--- src/rtl/pipe_ctrl_pkg.sv ---
// rtl/pipe_ctrl_pkg.sv - shared types and constants for the pipeline stall/flush controller
package pipe_ctrl_pkg;

  typedef enum logic [1:0] {
    RUN   = 2'd0,
    IWAIT = 2'd1,
    DWAIT = 2'd2,
    HALT  = 2'd3
  } state_e;

  localparam logic [15:0] NOP_INSTR = 16'h0800;

  localparam int RS_HI = 10;
  localparam int RS_LO = 8;
  localparam int RT_HI = 7;
  localparam int RT_LO = 5;

endpackage

--- src/rtl/pipe_hazard_cmp.sv ---
// rtl/pipe_hazard_cmp.sv - combinational load-use hazard compare for the IF/ID instruction
module pipe_hazard_cmp (
  input  logic [15:0] instr,
  input  logic        uses_rs,
  input  logic        uses_rt,
  input  logic        mem_read,
  input  logic [2:0]  wr_reg,
  output logic        load_use
);
  import pipe_ctrl_pkg::*;

  logic [2:0] rs;
  logic [2:0] rt;
  logic       unused_instr_bits;

  assign rs = instr[RS_HI:RS_LO];
  assign rt = instr[RT_HI:RT_LO];
  assign unused_instr_bits = ^{instr[15:11], instr[4:0]};

  assign load_use = mem_read && ((uses_rs && (rs == wr_reg)) || (uses_rt && (rt == wr_reg)));

endmodule

--- src/rtl/pipe_ctrl.sv ---
// rtl/pipe_ctrl.sv - stall/flush controller driving PC and pipeline register enables/flushes
// Optional PIPE_CTRL_PERF_EN adds saturating stall and flush cycle counters.
module pipe_ctrl #(
  parameter logic [15:0] NOP_INSTR = pipe_ctrl_pkg::NOP_INSTR
) (
  input  logic        clk,
  input  logic        rst,
  input  logic [15:0] ifid_instr,
  input  logic        ifid_uses_rs,
  input  logic        ifid_uses_rt,
  input  logic        idex_mem_read,
  input  logic [2:0]  idex_wr_reg,
  input  logic        ex_redirect,
  input  logic        imem_stall,
  input  logic        dmem_stall,
  input  logic        wb_halt,
  output logic        pc_en,
  output logic        ifid_en,
  output logic        idex_en,
  output logic        exmem_en,
  output logic        ifid_flush,
  output logic        idex_flush,
  output logic        memwb_flush,
`ifdef PIPE_CTRL_PERF_EN
  output logic [15:0] perf_stall_cnt,
  output logic [15:0] perf_flush_cnt,
`endif
  output logic        halted
);
  import pipe_ctrl_pkg::*;

  state_e state_q, state_d;
  logic   drop_next_q, drop_next_d;
  logic   halted_q, halted_d;
  logic   load_use;
  logic   halt_now;
  logic   unused_nop;

  assign unused_nop = ^NOP_INSTR;

  pipe_hazard_cmp u_hazard (
    .instr    (ifid_instr),
    .uses_rs  (ifid_uses_rs),
    .uses_rt  (ifid_uses_rt),
    .mem_read (idex_mem_read),
    .wr_reg   (idex_wr_reg),
    .load_use (load_use)
  );

  assign halt_now = (state_q == HALT) || wb_halt;

  always_comb begin
    pc_en       = 1'b1;
    ifid_en     = 1'b1;
    idex_en     = 1'b1;
    exmem_en    = 1'b1;
    ifid_flush  = 1'b0;
    idex_flush  = 1'b0;
    memwb_flush = 1'b0;
    state_d     = RUN;
    drop_next_d = drop_next_q;
    halted_d    = halted_q;
    if (rst) begin
      pc_en       = 1'b0;
      ifid_en     = 1'b0;
      idex_en     = 1'b0;
      exmem_en    = 1'b0;
      ifid_flush  = 1'b1;
      idex_flush  = 1'b1;
      memwb_flush = 1'b1;
      drop_next_d = 1'b0;
      halted_d    = 1'b0;
    end else if (halt_now) begin
      pc_en    = 1'b0;
      ifid_en  = 1'b0;
      idex_en  = 1'b0;
      exmem_en = 1'b0;
      state_d  = HALT;
      halted_d = 1'b1;
    end else if (dmem_stall) begin
      // Everything upstream of MEM/WB freezes; pending redirect/load-use re-evaluate later.
      pc_en       = 1'b0;
      ifid_en     = 1'b0;
      idex_en     = 1'b0;
      exmem_en    = 1'b0;
      memwb_flush = 1'b1;
      state_d     = DWAIT;
    end else if (ex_redirect) begin
      ifid_flush  = 1'b1;
      idex_flush  = 1'b1;
      drop_next_d = imem_stall;
      state_d     = imem_stall ? IWAIT : RUN;
    end else if (load_use) begin
      pc_en      = 1'b0;
      ifid_en    = 1'b0;
      idex_flush = 1'b1;
    end else if (imem_stall) begin
      pc_en      = 1'b0;
      ifid_flush = 1'b1;
      state_d    = IWAIT;
    end else if (drop_next_q) begin
      // The fetch just completing was issued down the wrong path.
      ifid_flush  = 1'b1;
      drop_next_d = 1'b0;
    end
  end

  always_ff @(posedge clk) begin
    if (rst) begin
      state_q     <= RUN;
      drop_next_q <= 1'b0;
      halted_q    <= 1'b0;
    end else begin
      state_q     <= state_d;
      drop_next_q <= drop_next_d;
      halted_q    <= halted_d;
    end
  end

  assign halted = halted_q;

`ifdef PIPE_CTRL_PERF_EN
  logic [15:0] stall_cnt_q, stall_cnt_d;
  logic [15:0] flush_cnt_q, flush_cnt_d;

  always_comb begin
    stall_cnt_d = stall_cnt_q;
    flush_cnt_d = flush_cnt_q;
    if (!halt_now) begin
      if (!pc_en && stall_cnt_q != 16'hFFFF) stall_cnt_d = stall_cnt_q + 16'd1;
      if ((ifid_flush || idex_flush) && flush_cnt_q != 16'hFFFF) flush_cnt_d = flush_cnt_q + 16'd1;
    end
  end

  always_ff @(posedge clk) begin
    if (rst) begin
      stall_cnt_q <= 16'd0;
      flush_cnt_q <= 16'd0;
    end else begin
      stall_cnt_q <= stall_cnt_d;
      flush_cnt_q <= flush_cnt_d;
    end
  end

  assign perf_stall_cnt = stall_cnt_q;
  assign perf_flush_cnt = flush_cnt_q;
`endif

endmodule

--- config.mk ---
export PLATFORM = sky130hd
export DESIGN_NAME = pipe_ctrl
export DESIGN_NICKNAME = d
export VERILOG_FILES = /design/src/rtl/pipe_ctrl_pkg.sv /design/src/rtl/pipe_hazard_cmp.sv /design/src/rtl/pipe_ctrl.sv
export SDC_FILE = /design/constraint.sdc
export NUM_CORES = 1
export LEC_CHECK = 0
export BUFFER_PORTS_ARGS = -buffer_cell sky130_fd_sc_hd__buf_2
export CAP_MARGIN = 20
export CORE_AREA = 3 3 40 42
export CTS_CLUSTER_DIAMETER = 200
export CTS_CLUSTER_SIZE = 14
export DETAILED_ROUTE_END_ITERATION = 8
export DIE_AREA = 0 0 43 45
export PLACE_DENSITY = 0.69
export SYNTH_ARGS = -nofsm -noshare
export SYNTH_HDL_FRONTEND = slang
export SYNTH_SLANG_ARGS = --single-unit
--- constraint.sdc ---
create_clock -name clk -period 2.53 [get_ports clk]
set_input_delay 0 -clock clk [delete_from_list [all_inputs] [get_ports clk]]
set_output_delay 0 -clock clk [all_outputs]
set_load 0.05 [all_outputs]
### After elaboration in Yosys (flattened, before gate mapping)

Cells that the tools add are included.

| word-level totals | value |
|---|---|
| register bits | 4 |
| bits in latches | 0 |
| memory bits (writable) | 0 |
| memory bits (read-only) | 0 |
| bits of input ports | 28 |
| word-level logic and storage cells | 53 |
| memories | 0 |

| operators by class | value |
|---|---|
| add/subtract/negate cells | 0 |
| $mul | 0 |
| div/mod/pow operators | 0 |
| magnitude comparators | 0 |
| eq/ne operators | 5 |
| shift operators | 0 |
| multiplexer cells | 37 |
| bitwise operators | 2 |
| reductions and logical operators | 6 |

Operator list:

| cell | count |
|---|---|
| 2-to-1 mux 1 bit | 35 |
| == test 3 bit | 2 |
| 2-to-1 mux 2 bit | 2 |
| inequality test 2 bit (second input constant) | 2 |
| AND reduction 4 bit | 1 |
| logical AND 1 bit | 3 |
| == test 2 bit (second input constant) | 1 |
| logical OR 1 bit | 2 |
| NOT 1 bit | 2 |

### Logic depth before layout (Yosys ltp)

| depth | value |
|---|---|
| depth after elaboration | 9 |
| gate-level depth with buffers | 4 |

### Cells and area by module

Synthesis repeated with hierarchy kept, for this count alone.

| second synthesis, totals | value |
|---|---|
| cell total of the unflattened synthesis | 37 |
| area, all modules | 319.1 um^2 |

Modules (own cells, without submodules):

| module | times used | cells an instance | area each (um^2) | seq. area each (um^2) |
|---|---|---|---|---|
| pipe_ctrl | 1 | 28 | 246.5 | 80.1 |
| pipe_hazard_cmp | 1 | 9 | 72.6 | 0.0 |

### Worst setup path after synthesis

Ideal clock, no wire load.

| timing path | value |
|---|---|
| kind | reg-to-output |
| start point | reg state_q[0] |
| end point | out ifid_flush |
| data arrival time | 1.894 ns |
| required time | 2.530 ns |
| slack | 0.636 ns |
| stages on the path, launching flop included | 3 |
| cells stage by stage | dfxtp_1 a211o_1 o31ai_1 |

| on the way | value |
|---|---|
| longest elaborated chain between the ends | 4 |

RTL lines:

| what | RTL line | RTL |
|---|---|---|
| start: declaration | pipe_ctrl.sv:32 | `state_e state_q, state_d;` |
| start signal: assignment | pipe_ctrl.sv:114 | `state_q <= state_d;` |
| == test 2 bit | pipe_ctrl.sv:50 | `assign halt_now = (state_q == HALT) \|\| wb_halt;` |
| logical OR 1 bit | pipe_ctrl.sv:50 |  |
| 2-to-1 mux 1 bit | pipe_ctrl.sv:73 | `end else if (halt_now) begin` |
| 2-to-1 mux 1 bit | pipe_ctrl.sv:63 | `if (rst) begin` |
| end: declaration | pipe_ctrl.sv:21 | `output logic ifid_flush,` |

No other way between the ends.

### Worst setup path after layout

| timing path | value |
|---|---|
| start point | reg state_q[0] |
| end point | out pc_en |

| on the way | value |
|---|---|
| longest elaborated chain between the ends | 4 |

RTL lines:

| what | RTL line | RTL |
|---|---|---|
| == test 2 bit | pipe_ctrl.sv:50 |  |
| logical OR 1 bit | pipe_ctrl.sv:50 |  |
| 2-to-1 mux 1 bit | pipe_ctrl.sv:73 |  |
| 2-to-1 mux 1 bit | pipe_ctrl.sv:63 |  |
| end: declaration | pipe_ctrl.sv:17 | `output logic pc_en,` |

No other way between the ends.

==> flow_summary.yaml <==
floorplanning:
  die_area_um2: 1935
  floorplan.initialDensity_pct: 24.63
  num_rows: 13
  num_io_pins: 36
  die_height_um: 45
  floorplan.die.width_um: 43
  core_um2: 1285
place:
  place_worst_setup_slack_ps: 1252
  place_congestion: 0.6835
  portBuffers: 25
  place.detailed.instances: 76
logic_synthesis:
  synthTopCellsByArea: "sky130_fd_sc_hd__dfxtp_1 25%, sky130_fd_sc_hd__xnor2_1 17%, sky130_fd_sc_hd__a21oi_1 7.9%"
  synth.yosys.seq_area_share_pct: 25.30
  syn-mean-instance-area_um2: 8.330
  postSynthCellCount: 38
  synth.ff_latch_count: 4
  yosys.area.top_type_share_pct: 25.30
  netlist.top_cell.by_area: "sky130_fd_sc_hd__dfxtp_1"
  synth.yosys.warnings: 0
  cell_area_after_synthesis_um2: 316.6
  yosys.cell_types.count: 21
  syn_nets: 66
setup_path:
  worst_path_dominant_cell_family: "compound AO/OA/AOI/OAI gates"
  worst-endpoint-required_ps: 2530
  criticalPathCategory: "reg2out"
  timing.critical_path.from_type: "flip-flop"
  arrival_ps: 1540
  critPathBufInv: 1
  critical-path-max-stage-delay_ps: 380
  cp_slowest_cell: "sky130_fd_sc_hd__a211o_1"
  critical_path.max_fanout: 6
  path_cells: "a211o_1, nor2_1, nand2_1, o41ai_2, buf_2"
  setup.worst_path.end_class: "output pin"
hold_path:
  min-delay-path-class: "in2reg"
timing:
  max_slew_headroom_pct: 79.28
  drv_slew: 0
  timing.final.crit_share_pct: 60.68
  achievable-frequency_mhz: 651.4
  final_period_minus_worst_setup_slack_ps: 1535
  worstMarginPinSlew_ps: 309.0
  setup_viol: 0
  rsz0062_at_grt: "false"
  timing.clock.skew_ps: 4.351
  pnr_worst_setup_slack_ps: 994.8
  hold_viol: 0
  finalSetupTns_ps: 0
layout:
  antennaDiodeCount: 0
  n_fill_cell: 136
  finish.cell_count_without_fillers: 79
  layout.area.seq_um2: 80.08
  final_nets: 94
  drive_above_1_share_pct: 50.00
  area_growth_pct: 49.01
  area_of_combinational_cells_with_multiple_inputs_um2: 217.7
clocking:
  insertion_delay_ps: 230
  cts_inserted_buffers: 3
  cts.repair_timing.setup_buffer_count: 0
  cts_hold_buf: 0
  cts-root-to-sink-buffers: 2
  cts_tree: "built"
  cts_htree_levels: 1
  clk_root_buffer_cell: "sky130_fd_sc_hd__clkbuf_4"
  clkTransAtPathRegs_ps: 40
  clock-sinks: 4
  post_cts.resized_instances: 0
pwr:
  power_density_nw_per_um2: 494.5
  power.static_leakage_nw: 0.2256
  worst_ir_drop_vdd_mv: 0.2642
detailed_routing:
  detail-route-antenna-nets: 0
  route.final.wire_length_um: 863
  dr_total_vias: 398
  drcViolationCount: 0
  drt_first_iter_violations: 10
  routed_wire_length_per_instance_um: 10.92
  first_pass_iters: 4
  via_per_inst: 5.038
global_routing:
  first_global_vias: 382
  global_route.overflow_total: 0
  grt_first_pass_wirelength_um: 1462
  grt_max_degree: 12
  grt_usage_pct: 10.07
  grt_antenna_before_repair: 0
flow_run:
  max_cap_viol_count: 0
outcome:
  run_status: "complete, no violations"
[per-stage QoR]
| step | hold WS [ps] | util, % | power, mW | instance area (µm²) |
|---|---|---|---|---|
| 2_1_floorplan | 136.4 | - | 0.1293 | 316.6 |
| 3_3_place_gp | 289.9 | 34.96 | 0.1552 | 449.2 |
| 3_5_place_dp | 299.7 | 34.96 | 0.1570 | 449.2 |
| 4_1_cts | 58.91 | 36.71 | 0.2373 | 471.7 |
| 5_1_grt | 68.38 | 36.71 | 0.2506 | 471.7 |
| 6_report | 65.19 | 36.71 | 0.2333 | 471.7 |
[report_power, final]
| part | total [mW] | switching (mW) | internal, mW |
|---|---|---|---|
| Combinational | 0.0860 | 0.0551 | 0.0309 |
| Clock | 0.0771 | 0.0242 | 0.0529 |
| Sequential | 0.0701 | 0.00238 | 0.0678 |
| Total | 0.233 | 0.0816 | 0.152 |
[cells in the final DEF (no fill, tap or decap)]
master	Yosys	final
sky130_fd_sc_hd__a211o_1	1	1
sky130_fd_sc_hd__a211oi_1	1	1
sky130_fd_sc_hd__a21boi_2	1	1
sky130_fd_sc_hd__a21o_1	1	1
sky130_fd_sc_hd__a21oi_1	5	5
sky130_fd_sc_hd__buf_2	0	25
sky130_fd_sc_hd__clkbuf_4	0	3
sky130_fd_sc_hd__dfxtp_1	4	4
sky130_fd_sc_hd__inv_1	2	2
sky130_fd_sc_hd__nand2_1	1	1
sky130_fd_sc_hd__nand2b_1	1	1
sky130_fd_sc_hd__nand4_1	2	2
sky130_fd_sc_hd__nor2_1	2	2
sky130_fd_sc_hd__nor3_1	2	2
sky130_fd_sc_hd__o22ai_1	1	1
sky130_fd_sc_hd__o31a_1	2	2
sky130_fd_sc_hd__o31ai_1	1	1
sky130_fd_sc_hd__o41ai_2	1	1
sky130_fd_sc_hd__or2b_2	1	1
sky130_fd_sc_hd__or3b_2	1	1
sky130_fd_sc_hd__xnor2_1	6	6
[cell families after synthesis]
group / count (synthesis) / share of synthesized area, %
xor+xnor: 6 / 16.60
buf+inv: 4 / 5.929
simple gates: 10 / 18.18
flops: 4 / 25.30
compound gates: 14 / 34.00
[registers in the layout (all words and copies together), names as in the netlist]
register / cells
halted: 1
drop_next_q: 1
state_q: 2
[final timing paths]
kind	startpoint	end	slack, ps	cells after the start
max	state_q[0]$_SDFF_PP0_	pc_en	990	5
min reg2reg	halted$_SDFFE_PP0P_	halted$_SDFFE_PP0P_	440	2
max reg2reg	state_q[0]$_SDFF_PP0_	drop_next_q$_SDFFE_PP0P_	1420	2
min	imem_stall	drop_next_q$_SDFFE_PP0P_	70	2
[cell usage after synthesis]
cell / instances
sky130_fd_sc_hd__o41ai_2: 1
sky130_fd_sc_hd__xnor2_1: 6
sky130_fd_sc_hd__o22ai_1: 1
sky130_fd_sc_hd__a21oi_1: 5
sky130_fd_sc_hd__a21boi_2: 1
sky130_fd_sc_hd__nand2_1: 1
sky130_fd_sc_hd__or2b_2: 1
sky130_fd_sc_hd__a211o_1: 1
sky130_fd_sc_hd__nor2_1: 2
sky130_fd_sc_hd__inv_1: 2
sky130_fd_sc_hd__buf_4: 1
sky130_fd_sc_hd__nand4_1: 2
sky130_fd_sc_hd__o31a_1: 2
sky130_fd_sc_hd__a21o_1: 1
sky130_fd_sc_hd__o31ai_1: 1
sky130_fd_sc_hd__clkbuf_1: 1
sky130_fd_sc_hd__a211oi_1: 1
sky130_fd_sc_hd__dfxtp_1: 4
sky130_fd_sc_hd__nand2b_1: 1
sky130_fd_sc_hd__nor3_1: 2
sky130_fd_sc_hd__or3b_2: 1
[routing by layer]
metal	vias up	share of wire (%)	GRT usage, %
li1	195	-	-
met1	171	40	11.57
met2	28	48	17.07
met3	4	11	3.984
met4	0	1.0	3.614
met5	-	0	0
[area by class of cell]
type / count / share of cell area, %
Inverter: 2 / 1.592
Timing Repair Buffer: 25 / 26.53
Clock buffer: 3 / 4.775
Multi-Input combinational cell: 30 / 46.15
Sequential cell: 4 / 16.98
Tap cell: 15 / 3.979
[worst reg2reg max path: cells and delay by family (launching register included)]
kind            cells  cell delay [ps]
compound gates      2              680
flops               1              310
Power figures use the tool's default switching activity.
